$ cat config.mk
export PLATFORM = sky130hd
export DESIGN_NAME = circular_request_tracker
export DESIGN_NICKNAME = d
export VERILOG_FILES = /design/src/rtl/circular_request_tracker_pkg.sv /design/src/rtl/circular_request_tracker_retire_scan.sv /design/src/rtl/circular_request_tracker.sv
export SDC_FILE = /design/constraint.sdc
export NUM_CORES = 1
export LEC_CHECK = 0
export BUFFER_PORTS_ARGS = -buffer_cell sky130_fd_sc_hd__buf_2
export CORE_MARGIN = 2
export CORE_UTILIZATION = 58
export DETAILED_ROUTE_END_ITERATION = 8
export PLACE_DENSITY = 0.83
export SYNTH_ARGS = -nofsm -noshare
export SYNTH_HDL_FRONTEND = slang
export SYNTH_SLANG_ARGS = --single-unit
export TNS_END_PERCENT = 50
$ cat constraint.sdc
create_clock -name clk -period 5.1 [get_ports clk]
set_clock_uncertainty 0.05 [all_clocks]
set_input_delay 1.02 -clock clk [delete_from_list [all_inputs] [get_ports clk]]
set_output_delay 1.02 -clock clk [all_outputs]
set_load 0.01 [all_outputs]
$ cat src/rtl/circular_request_tracker_pkg.sv
// Shared types and width helpers for the circular request tracker.
// Optional performance counters are enabled with REQ_TRACKER_PERF_COUNTER_EN.
package circular_request_tracker_pkg;

  typedef enum logic [1:0] {
    ST_FREE,
    ST_WAIT,
    ST_REQ,
    ST_DONE
  } entry_state_e;

  // Slot index width.
  function automatic int idx_w(input int entry_num);
    return $clog2(entry_num);
  endfunction

  // Head/tail pointer width, including the wrap bit that separates full from empty.
  function automatic int ptr_w(input int entry_num);
    return $clog2(entry_num) + 1;
  endfunction

  function automatic logic [31:0] sat_add32(input logic [31:0] a, input logic [31:0] b);
    logic [32:0] sum;
    sum = {1'b0, a} + {1'b0, b};
    return sum[32] ? '1 : sum[31:0];
  endfunction

endpackage

$ cat src/rtl/circular_request_tracker_retire_scan.sv
// Counts leading DONE entries starting at head, wrapping around the ring,
// capped by RETIRE_NUM and by the number of valid entries.
module circular_request_tracker_retire_scan
  import circular_request_tracker_pkg::*;
#(
  parameter  int ENTRY_NUM  = 16,
  parameter  int RETIRE_NUM = 2,
  localparam int IDX        = idx_w(ENTRY_NUM),
  localparam int CW         = ptr_w(ENTRY_NUM),
  localparam int KW         = $clog2(RETIRE_NUM + 1)
) (
  input  entry_state_e   state [ENTRY_NUM],
  input  logic [IDX-1:0] head,
  input  logic [CW-1:0]  count,
  output logic [KW-1:0]  k
);

  logic           run;
  logic [IDX-1:0] slot;

  // NOTE: every variable written here gets a default first so no latch is inferred.
  always_comb begin
    k    = '0;
    run  = 1'b1;
    slot = head;
    for (int i = 0; i < RETIRE_NUM; i++) begin
      slot = head + IDX'(i);
      if (run && (CW'(i) < count) && (state[slot] == ST_DONE)) begin
        k = k + KW'(1);
      end else begin
        run = 1'b0;
      end
    end
  end

endmodule

$ cat src/rtl/circular_request_tracker.sv
// Circular queue of request slots feeding a picker: in-order alloc at tail, in-order retire at head.
// Define REQ_TRACKER_PERF_COUNTER_EN to add saturating grant and full-cycle counters.
module circular_request_tracker
  import circular_request_tracker_pkg::*;
#(
  parameter  int ENTRY_NUM  = 16,
  parameter  int ALLOC_NUM  = 2,
  parameter  int RETIRE_NUM = 2,
  localparam int IDX        = idx_w(ENTRY_NUM),
  localparam int CW         = ptr_w(ENTRY_NUM),
  localparam int AW         = $clog2(ALLOC_NUM + 1),
  localparam int KW         = $clog2(RETIRE_NUM + 1)
) (
  input  logic                          clk,
  input  logic                          rst,
  input  logic                          flush,
  input  logic [AW-1:0]                 allocNum,
  output logic                          allocReady,
  output logic [ALLOC_NUM-1:0][IDX-1:0] allocPtr,
  input  logic [ENTRY_NUM-1:0]          setReady,
  input  logic [ENTRY_NUM-1:0]          grant,
  output logic [ENTRY_NUM-1:0]          req,
  output logic [IDX-1:0]                headPtr,
  output logic [IDX-1:0]                tailPtr,
  output logic [CW-1:0]                 count,
  output logic                          full,
  output logic                          empty,
`ifdef REQ_TRACKER_PERF_COUNTER_EN
  output logic [31:0]                   perfGrantCnt,
  output logic [31:0]                   perfFullCycles,
`endif
  output logic [KW-1:0]                 retired
);

  entry_state_e         state_q [ENTRY_NUM];
  logic [CW-1:0]        head_q;
  logic [CW-1:0]        tail_q;
  logic [KW-1:0]        retired_q;
  logic [KW-1:0]        k;
  logic [AW-1:0]        alloc_n;
  logic [ENTRY_NUM-1:0] alloc_mask;
  logic [ENTRY_NUM-1:0] retire_mask;

  assign count      = tail_q - head_q;
  assign full       = (count == CW'(ENTRY_NUM));
  assign empty      = (count == '0);
  assign allocReady = ((CW'(ENTRY_NUM) - count) >= CW'(ALLOC_NUM));
  assign headPtr    = head_q[IDX-1:0];
  assign tailPtr    = tail_q[IDX-1:0];
  assign retired    = retired_q;

  // Requests beyond ALLOC_NUM or while not ready are dropped whole.
  assign alloc_n = (allocReady && (allocNum <= AW'(ALLOC_NUM))) ? allocNum : '0;

  circular_request_tracker_retire_scan #(
    .ENTRY_NUM (ENTRY_NUM),
    .RETIRE_NUM(RETIRE_NUM)
  ) u_retire_scan (
    .state(state_q),
    .head (head_q[IDX-1:0]),
    .count(count),
    .k    (k)
  );

  always_comb begin
    req         = '0;
    alloc_mask  = '0;
    retire_mask = '0;
    for (int e = 0; e < ENTRY_NUM; e++) begin
      req[e] = (state_q[e] == ST_REQ);
    end
    for (int i = 0; i < ALLOC_NUM; i++) begin
      allocPtr[i] = tail_q[IDX-1:0] + IDX'(i);
      if (AW'(i) < alloc_n) alloc_mask[tail_q[IDX-1:0] + IDX'(i)] = 1'b1;
    end
    for (int i = 0; i < RETIRE_NUM; i++) begin
      if (KW'(i) < k) retire_mask[head_q[IDX-1:0] + IDX'(i)] = 1'b1;
    end
  end

  // NOTE: the state array is control, not storage, so every entry is reset to FREE.
  always_ff @(posedge clk or posedge rst) begin
    if (rst) begin
      for (int e = 0; e < ENTRY_NUM; e++) state_q[e] <= ST_FREE;
      head_q    <= '0;
      tail_q    <= '0;
      retired_q <= '0;
    end else if (flush) begin
      for (int e = 0; e < ENTRY_NUM; e++) state_q[e] <= ST_FREE;
      head_q    <= '0;
      tail_q    <= '0;
      retired_q <= '0;
    end else begin
      // Each transition is keyed on the state at the edge, so the cases never overlap.
      for (int e = 0; e < ENTRY_NUM; e++) begin
        case (state_q[e])
          ST_FREE: if (alloc_mask[e])  state_q[e] <= ST_WAIT;
          ST_WAIT: if (setReady[e])    state_q[e] <= ST_REQ;
          ST_REQ:  if (grant[e])       state_q[e] <= ST_DONE;
          ST_DONE: if (retire_mask[e]) state_q[e] <= ST_FREE;
        endcase
      end
      head_q    <= head_q + CW'(k);
      tail_q    <= tail_q + CW'(alloc_n);
      retired_q <= k;
    end
  end

`ifdef REQ_TRACKER_PERF_COUNTER_EN
  logic [31:0] grant_pop;

  assign grant_pop = 32'($countones(req & grant));

  // Cleared only by rst; flush discards that cycle's grants but keeps history.
  always_ff @(posedge clk or posedge rst) begin
    if (rst) begin
      perfGrantCnt   <= '0;
      perfFullCycles <= '0;
    end else begin
      if (!flush) perfGrantCnt <= sat_add32(perfGrantCnt, grant_pop);
      if (full)   perfFullCycles <= sat_add32(perfFullCycles, 32'd1);
    end
  end
`endif

endmodule

==> results.py <==
metrics = {
    "critical_path": {
        "cp_slowest_stage_delay_ns": 0.52,
        "critPathBufInv": 3,
        "r2r_start": "tail_q[0]$_DFF_PP0_",
        "critPathLaunchType": "register",
        "setup.worst_path.start": "tail_q[0]$_DFF_PP0_",
        "reg2reg_to": "state_q[3]$_DFFE_PP0P_",
        "rrSetupSlack_ns": 0.68,
        "required_ns": 4.03,
        "crit_fanout": 10,
        "critPathKind": "register to output pin",
        "crit_family": "adder cells",
        "cp-end-kind": "output pin",
        "arrival_ns": 3.55,
        "r2r_cells": 17,
        "cpMaxStageDelayCell": "dfrtp_1",
        "crit_chain": "inv_1 > ha_1 > fa_1 > xnor2_2 > nor2_1 > and2_1 > ha_1 > nor3b_1 > nand3_1 > mux2i_4 > inv_1 > buf_2",
    },
    "synthesis": {
        "yosysTopAreaCellShare": 0.212,
        "ys.flop_type": "dfrtp_1",
        "async_reset_ff_frac": 1.00,
        "synthTopCellsByCount": "ha_1 (90), inv_1 (77), nand2b_1 (51), dfrtp_1 (44), nor2_1 (43)",
        "synth_top_area_cell": "ha_1",
        "ys_seq_area_frac": 0.208,
        "synth_edf_count": 0,
        "synth_fp_nets": 761,
        "yosys_warnings": 0,
        "synth_area_sq_mm": 0.00530,
        "synthTopCellsByArea": "ha_1 (21%), dfrtp_1 (21%), nand2b_1 (6.0%)",
        "synth-seq-cells": 44,
        "synth.most_common_cell": "ha_1",
        "synth.distinct_cells": 67,
        "avgSynthCellArea_sq_um": 8.40,
        "syn_inst": 631,
    },
    "floorplan": {
        "core_sq_mm": 0.00881,
        "start_util": 0.602,
        "die_w_um": 99.6,
        "pin_count": 79,
        "num_rows": 34,
        "die_area_sq_mm": 0.00992,
        "die_h_um": 99.6,
    },
    "cells_and_area": {
        "design_area_sq_mm": 0.00579,
        "n_antenna_cell": 0,
        "fin_nets": 821,
        "final.fill_count": 751,
        "layout-drive-gt1-share": 0.165,
        "areaGrowthSynthToFinish_pct": 9.32,
    },
    "run_status": {
        "status": "finished clean",
    },
    "route": {
        "top_layer": "met4",
        "drcViolationCount": 0,
        "wl_met3_um": 769,
        "dr.pass1.iters": 5,
        "drtAntennaViolNets": 0,
        "drtIter0Drc": 305,
        "routed_wl_um": 14300,
        "wl_met2_um": 6860,
        "wire_per_inst_um": 17.9,
        "via_per_inst": 6.02,
        "wl_met1_um": 6360,
        "num_vias": 4817,
    },
    "power_and_ir_drop": {
        "switchingPower_mw": 0.942,
        "comb_power_share": 0.609,
        "p_clk_frac": 0.124,
        "seqPwrFrac": 0.267,
        "swShare": 0.485,
        "leakage_nw": 2.64,
        "p_int_mw": 0.999,
        "p_per_area_mw_per_mm2": 335,
        "ir_drop_mv": 0.190,
    },
    "clock_network": {
        "root_buffer": "clkbuf_8",
        "cts_setup_buffers": 0,
        "clk_pin_slew_ns": 0.09,
        "htree_levels": 2,
        "cts_buffer_depth": 2,
        "hold_buffers": 0,
        "post_cts_resized": 0,
        "cts_sinks": 44,
        "numCtsBuffers": 5,
        "cts_tree": "yes",
        "clock_latency_ns": 0.31,
    },
    "global_routing": {
        "grt-ovfl-total": 0,
        "grt_max_degree": 67,
        "antenna_found_initial": 0,
        "first_global_vias": 4631,
        "grt_usage": 0.296,
        "grt_pass1_wl_um": 23400,
    },
    "sta": {
        "hold_viol_final": 0,
        "max_slew_margin": 0.312,
        "setup_viol": 0,
        "maxSlewViolCount": 0,
        "finalCritPeriodShare": 0.906,
        "max_freq_ghz": 0.216,
        "fin_crit_ns": 4.62,
        "worst_slew_pin_slew_ns": 1.03,
        "rsz0062_at_grt": "no",
        "finalSetupTns_ns": 0,
    },
    "place": {
        "place_area_sq_mm": 0.00570,
        "io_buffers": 78,
        "dp_hpwl_um": 11000,
        "gp_congestion": 0.936,
    },
    "min_path": {
        "hold_path_depth": 2,
        "hp-start": "head_q[4]$_DFF_PP0_",
        "hp-class": "register to register",
        "min_delay_worst_endpoint": "head_q[4]$_DFF_PP0_",
    },
    "job": {
        "maxCapViolCount": 0,
    },
}
-- cells by family (layout without fill, tap and decap cells) --
group	count (synthesis)	after routing	share of synthesized area
simple gates	208	208	0.216
compound gates	134	134	0.175
buf+inv	111	172	0.0907
fa+ha+maj	93	93	0.224
flops	44	44	0.208
mux	25	25	0.0557
xor+xnor	16	16	0.0314
-- area by class of cell --
type	instances	area [sq um]	area share
tap	108	135	0.0233
timing repair buffer	87	458	0.0790
sequential	44	1100	0.190
inverter	77	289	0.0499
clock inverter	2	10.0	0.00173
clock buffer	6	82.6	0.0143
multi-input combinational	476	3720	0.642
-- power groups by stage --
stage	Sequential [mW]	Clock (mW)	Combinational, mW
after global routing	0.531	0.255	1.32
after detailed placement	0.524	0	1.17
after floorplan	0.497	0	0.882
after CTS	0.517	0.249	1.18
final	0.518	0.241	1.18
after global placement	0.517	0	1.13
-- metal layers --
layer	track usage	up-vias
li1	-	2296
met1	0.393	2335
met2	0.503	166
met3	0.0415	20
met4	0.0832	0
met5	0	-
-- cell usage in the layout, fill, tap and decap left out, drive strengths merged, types with 4 or more instances in the layout --
cell,instances
ha,90
buf,87
inv,77
nand2b,51
dfrtp,44
nor2,43
o21ai,33
nand3,28
nand2,25
a21oi,17
mux2i,17
nor2b,15
o22ai,11
nor3,10
o221ai,10
xnor2,9
o31ai,8
nand3b,7
a31oi,7
xor2,7
and3b,6
o211ai,6
clkbuf,6
mux2,6
o21a,5
a211oi,5
a21o,4
-- registers in the layout, indices dropped and copies added, names as in the netlist --
signal,flops
state_q,32
retired,2
tail_q,5
head_q,5
-- worst max path at each step --
| stage | endpoint | slack (ns) | cells after the start |
|---|---|---|---|
| after floorplan | state_q[18]$_DFFE_PP0P_ | 0.84 | 16 |
| after global placement | state_q[4]$_DFFE_PP0P_ | 0.93 | 16 |
| after detailed placement | state_q[12]$_DFFE_PP0P_ | 0.78 | 16 |
| after CTS | allocReady | 0.52 | 12 |
| after global routing | allocReady | 0.26 | 12 |
| final | allocReady | 0.48 | 12 |
-- through the flow --
stage          worst slack (ns)  std cells  hold WS, ns  total power [mW]  utilization
2_1_floorplan             0.839        631        0.474              1.38            -
3_3_place_gp              0.928        792        0.512              1.65        0.647
3_5_place_dp              0.783        792        0.526              1.70        0.647
4_1_cts                   0.523        800        0.547              1.95        0.658
5_1_grt                   0.259        800        0.567              2.10        0.658
6_report                  0.480        800        0.547              1.94        0.658
-- worst reg2reg max path: stages, from the launching register on --
cell and delay, ns:
dfrtp_1 0.52, inv_1 0.19, ha_1 0.26, fa_1 0.44
inv_1 0.08, a21o_1 0.11, a21oi_1 0.07, xnor2_1 0.17
and3_1 0.25, nor4_1 0.23, ha_1 0.23, buf_4 0.22
and4b_1 0.24, a21boi_0 0.38, o221ai_1 0.23, o21bai_1 0.21
o22ai_1 0.23, mux2i_1 0.24
(Power assumes the default switching activity.)
